[src/rtl/qam_demod_detector.sv]
// qam_demod_detector: coherent I/Q integrate-and-dump detector slicing QAM symbols from mixer output
module qam_demod_detector #(
    parameter int SYMBOL_LEN = 10000,
    parameter int ACC_W      = 32,
    parameter int THRESH     = 1024
) (
    input  logic       clk,
    input  logic       rst,
    input  logic       sample_en,
    input  logic       sym_start,
    input  logic [7:0] signal_in,
    input  logic [7:0] sin_in,
    input  logic [7:0] cos_in,
    output logic [1:0] data_out,
    output logic       data_valid,
    output logic       low_energy,
    output logic       sync_err,
    output logic       locked
);
    typedef enum logic {IDLE, ACCUM} state_t;

    localparam logic [15:0]  LAST_CNT = 16'(SYMBOL_LEN);
    localparam logic [ACC_W:0] THR    = (ACC_W + 1)'(THRESH);

    state_t                  state;
    logic [15:0]             count;
    logic                    take, abort, first, last;
    logic signed [15:0]      sig_s, sin_s, cos_s, p_i, p_q;
    logic                    v1, f1, l1;
    logic signed [ACC_W-1:0] acc_i, acc_q, ext_i, ext_q, fin_i, fin_q;
    logic [ACC_W:0]          abs_i, abs_q;

    // Sample qualification, symbol framing tags and the decision datapath
    always_comb begin
        take  = sample_en && (state == ACCUM || sym_start);
        abort = state == ACCUM && sym_start && count != 16'd0;
        first = sym_start || count == 16'd0;
        last  = !abort && count + 16'd1 == LAST_CNT;
        sig_s = 16'($signed(signal_in));
        sin_s = 16'($signed(sin_in));
        cos_s = 16'($signed(cos_in));
        ext_i = {{(ACC_W - 16){p_i[15]}}, p_i};
        ext_q = {{(ACC_W - 16){p_q[15]}}, p_q};
        fin_i = (f1 ? '0 : acc_i) + ext_i;
        fin_q = (f1 ? '0 : acc_q) + ext_q;
        abs_i = fin_i[ACC_W-1] ? -{fin_i[ACC_W-1], fin_i} : {fin_i[ACC_W-1], fin_i};
        abs_q = fin_q[ACC_W-1] ? -{fin_q[ACC_W-1], fin_q} : {fin_q[ACC_W-1], fin_q};
    end

    // Framing FSM: lock on first sym_start, free-run symbol counter, flag misaligned sym_start
    always_ff @(posedge clk or posedge rst) begin
        if (rst) begin
            state    <= IDLE;
            count    <= '0;
            locked   <= 1'b0;
            sync_err <= 1'b0;
        end else begin
            sync_err <= take && abort;
            if (take) begin
                state  <= ACCUM;
                locked <= 1'b1;
                count  <= last ? 16'd0 : abort ? 16'd1 : count + 16'd1;
            end
        end
    end

    // Stage 1: correlate the sample against both references and carry the framing tags
    always_ff @(posedge clk or posedge rst) begin
        if (rst) begin
            v1  <= 1'b0;
            f1  <= 1'b0;
            l1  <= 1'b0;
            p_i <= '0;
            p_q <= '0;
        end else begin
            v1 <= take;
            if (take) begin
                p_i <= sig_s * cos_s;
                p_q <= sig_s * sin_s;
                f1  <= first;
                l1  <= last;
            end
        end
    end

    // Stage 2: integrate (reload on first product) and slice the symbol on the last product
    always_ff @(posedge clk or posedge rst) begin
        if (rst) begin
            acc_i      <= '0;
            acc_q      <= '0;
            data_out   <= 2'b00;
            data_valid <= 1'b0;
            low_energy <= 1'b0;
        end else begin
            data_valid <= v1 && l1;
            if (v1) begin
                acc_i <= fin_i;
                acc_q <= fin_q;
                if (l1) begin
                    data_out   <= {~fin_q[ACC_W-1], ~fin_i[ACC_W-1]};
                    low_energy <= abs_i < THR && abs_q < THR;
                end
            end
        end
    end
endmodule
[config.mk]
export PLATFORM = sky130hd
export DESIGN_NAME = qam_demod_detector
export DESIGN_NICKNAME = d
export VERILOG_FILES = /design/src/rtl/qam_demod_detector.sv
export SDC_FILE = /design/constraint.sdc
export NUM_CORES = 1
export LEC_CHECK = 0
export CORE_ASPECT_RATIO = 0.5
export CORE_MARGIN = 3
export CORE_UTILIZATION = 45
export CTS_CLUSTER_SIZE = 12
export DETAILED_ROUTE_END_ITERATION = 7
export PLACE_DENSITY = 0.73
export SETUP_SLACK_MARGIN = 0.02
export SYNTH_ARGS = -nofsm -noshare
export SYNTH_HDL_FRONTEND = slang
export SYNTH_SLANG_ARGS = --single-unit
[constraint.sdc]
create_clock -name clk -period 12.3 [get_ports clk]
set_input_delay 2.46 -clock clk [delete_from_list [all_inputs] [get_ports clk]]
set_output_delay 2.46 -clock clk [all_outputs]
set_load 0.05 [all_outputs]
==> impl_summary.log <==
[metrics] path category of the worst min-delay check: flop to flop
[metrics] Avg Inst Size Synth: 8.59 sq um
[metrics] H-tree Lvls: 4
[metrics] Sink Count: 121
[metrics] Synth Register Bits: 121
[metrics] Iteration-0 DRC Markers: 770
[metrics] diode count: 0
[metrics] Netlist cell types: 83
[metrics] number of antenna violations at the first check in global routing: 0
[metrics] quantity of gates resized following cts: 0
[metrics] number of buffers inserted by port buffering: 33
[metrics] Cell Count, Final, Fillers Out: 2,181
[metrics] Cell Chain, Critical Path: clkdlybuf4s50_1 > and2_1 > fa_1 > inv_1 > fa_1 > fa_1 > fa_1 > inv_1 > ha_1 > nor2b_1 > o21ai_0 > a21oi_1 > o21ai_0 > nand2b_1 > a21oi_1 > o21bai_1 > a21o_1 > a21oi_1 > xor2_1 > o21ai_0
[metrics] kind of capture point of the worst setup path: flop
[metrics] worst voltage drop across the vdd grid: 0.104 mV
[metrics] wire length of the first global-routing pass: 58.3 mm
[metrics] number of buffer and inverter instances along the worst setup path: 3
[metrics] Final Hold Violating Endpoints: 0
[metrics] number of max-slew violations in the final report: 0
[metrics] CTS Root Cell: clkbuf_16
[metrics] final weighted congestion in routability-driven placement: 0.905
[metrics] sequential share of the synthesized area: 20.1%
[metrics] FMAX: 0.142 GHz
[metrics] Arrival @ worst endpoint: 7340 ps
[metrics] Area growth, synth to finish: 8.43%
[metrics] kind of launch point of the worst setup path: input pin
[metrics] most frequent cell on the critical path: fa_1
[metrics] power density over the cells: 235 mW/mm^2
[metrics] Data required, critical path: 12,580 ps
[metrics] Total Routed Length: 34.3 mm
[metrics] clock tree from TritonCTS: yes
[metrics] Slew @ Worst Pin: 1050 ps
[metrics] DP HPWL: 26.2 mm
[metrics] relative slew slack: 30.3%
[metrics] Worst-path clk slew: 60 ps
[metrics] highest-count cells in the layout ignoring fill and taps: nand2_1 (172), inv_1 (164), ha_1 (123), dfrtp_1 (119), fa_1 (112)
[metrics] cells after synthesis: 1,750
[metrics] shortest clock period the worst path allows after layout: 7060 ps
[metrics] most frequently used flop master after synthesis: dfrtp_1
[metrics] area post-placement: 0.0157 sq mm
[metrics] delay contributed by the slowest stage of the critical path: 700 ps
[metrics] number of nets in the final layout: 1,999
[metrics] combined area of the multi-input logic cells: 0.0111 sq mm
[metrics] synthesized netlist net count: 2,013
[metrics] number of placed I/O pins: 34
[metrics] FP Rows: 46
[metrics] clk_lat worst skew: 430 ps
[metrics] Worst Clk Skew: 11.9 ps
[metrics] yosys warns: 0
[metrics] portion of the clock cycle consumed by the worst path in the final layout: 57.4%
[metrics] total DRC errors in the routed layout: 0
[metrics] number of cells after detailed placement: 2,149
[metrics] final design area excluding fillers: 0.0163 sq mm
[metrics] setup TNS after final layout: 0 ps
[metrics] Lkg Pwr: 7.39 nW
[metrics] Finish-stage setup viols: 0
[metrics] die area: 0.0358 sq mm
[metrics] count of flip-flops with a built-in enable after synthesis: 0
[metrics] buffer count from post-CTS setup fixing: 0
[metrics] combined global-route utilization of all metal layers: 19.7%
[metrics] fraction of final layout cells sized beyond drive strength 1: 6.98%
[metrics] vias post-DR: 12.3k
[metrics] width of the chip: 264 microns
[metrics] critical path fanouts, max: 16
[metrics] deepest clock path buffer count: 2
[metrics] Pre-Repair DR Iteration Count: 6
[metrics] Reg area: 0.00303 sq mm
[metrics] Cell Area, Synth: 0.0150 sq mm
[metrics] share of flip-flops with an asynchronous set or reset: 100%
[metrics] Worst path slowest cell: clkdlybuf4s50_1
[metrics] final global-route overflow total: 0
[metrics] number of max-cap violations: 0
[metrics] chip height: 135 microns
[metrics] vias in the first global route: 11.8k
[metrics] Worst Path Class, Setup: input pin to flop
[metrics] DR vias/cell: 5.65
[metrics] pin count of the biggest net entering global routing: 86
[metrics] hold-fix buffers at CTS: 0
[metrics] CTS buffer count: 17
[metrics] Top Family by Delay on Critical Path: adder cells
[metrics] area of the core: 0.0323 sq mm
[metrics] status: finished, final reports clean
[metrics] fill cell instance count of the final layout: 2,973
[metrics] wire length per cell after detailed routing: 15.7 microns
[metrics] unrepaired setup endpoints after global routing: false
[metrics] most common cell after layout, fill and taps aside: nand2_1
[metrics] initial standard-cell utilization of the core: 46.6%
[metrics] Post-DRT Antenna Nets: 0
==> final cells by class <==
type                    instances  area share (%)
clock buffers                  18            2.63
clock inverters                14            1.14
flip-flops and latches        121            18.6
repair buffers                 40            2.35
multi-input cells            1391            68.2
well taps                     432            3.32
inverters                     165            3.81
==> final timing paths <==
| path | start | slack [ps] | end | cells after the start |
|---|---|---|---|---|
| setup / recovery | signal_in[2] | 5240 | p_q[14]$_DFFE_PP0P_ | 20 |
| hold / removal | data_out[0]$_DFFE_PP0P_ | 480 | data_out[0]$_DFFE_PP0P_ | 2 |
| setup reg to reg | f1$_DFFE_PP0P_ | 6710 | low_energy$_DFFE_PP0P_ | 17 |
| hold reg to reg | data_out[0]$_DFFE_PP0P_ | 480 | data_out[0]$_DFFE_PP0P_ | 2 |
| max in group asynchronous | rst | 8370 | v1$_DFF_PP0_ | 3 |
| min in group asynchronous | rst | 2420 | acc_q[5]$_DFFE_PP0P_ | 2 |
==> tightest hold or removal path, stage by stage, from the launching register on <==
cell and delay (ps):
dfrtp_1 340, nand2_1 40, o21ai_0 60
==> sequential cells by signal (all words and copies together), names as in the netlist <==
| name | flops |
|---|---|
| low_energy | 1 |
| f1 | 1 |
| acc_i | 32 |
| count | 16 |
| p_i | 16 |
| data_valid | 1 |
| v1 | 1 |
| l1 | 1 |
| sync_err | 1 |
| acc_q | 32 |
| p_q | 16 |
| state | 1 |
| data_out | 2 |
==> layer usage <==
metal	part of all wire, %	global-route usage, %	vias up
li1	-	-	6074
met1	49	27.8	5952
met2	45	32.2	259
met3	4.8	2.89	31
met4	1.1	4.30	0
met5	0	0	-
==> logic make-up after synthesis <==
logic type | count (synthesis) | share of synthesized area (%)
AO/OA/AOI/OAI | 403 | 17.4
flip-flops | 121 | 20.1
multiplexers | 65 | 4.80
AND/OR/NAND/NOR | 606 | 21.7
adder cells (fa/ha/maj) | 235 | 25.2
XOR/XNOR | 82 | 4.78
buffers and inverters | 238 | 6.03
==> through the flow <==
stage          setup WS (ps)  power, mW  util, %  hold WS [ps]
6_report                5240       3.83     50.5           484
5_1_grt                 4870       4.21     50.5           508
4_1_cts                 5220       3.83     50.5           491
3_5_place_dp            4770       3.28     48.6           477
3_3_place_gp            4900       3.23     48.6           466
2_1_floorplan           5760       2.70        -           445
==> cells in the mapped netlist, types with 14 or more instances <==
library cell,n,share of area [%]
o21bai_1,14,0.70
dfrtp_1,121,20
o211ai_1,16,0.80
nor4_1,18,0.75
o21ai_0,105,3.5
nor3_1,22,0.73
nand2b_1,35,1.5
clkbuf_1,63,1.6
nand2_1,172,4.3
and3_1,24,1.0
nand4_1,22,0.92
inv_1,165,4.1
o21a_1,14,0.70
ha_1,123,10
xnor2_1,56,3.3
mux2_2,57,4.3
nand3_1,29,0.97
nor2b_1,64,2.7
a21oi_1,109,3.6
or3_1,14,0.58
nor2_1,75,1.9
fa_1,112,15
a21o_1,32,1.6
xor2_1,26,1.5
o31ai_1,16,0.80
and2_1,86,3.6
==> report_power, final <==
part,switching (mW),leakage [nW],internal (mW),total [mW]
registers,0.114,1.50,0.557,0.671
logic,1.54,5.60,1.09,2.63
clock network,0.204,0.288,0.324,0.528
total,1.86,7.39,1.97,3.83
(Power assumes the default switching activity.)
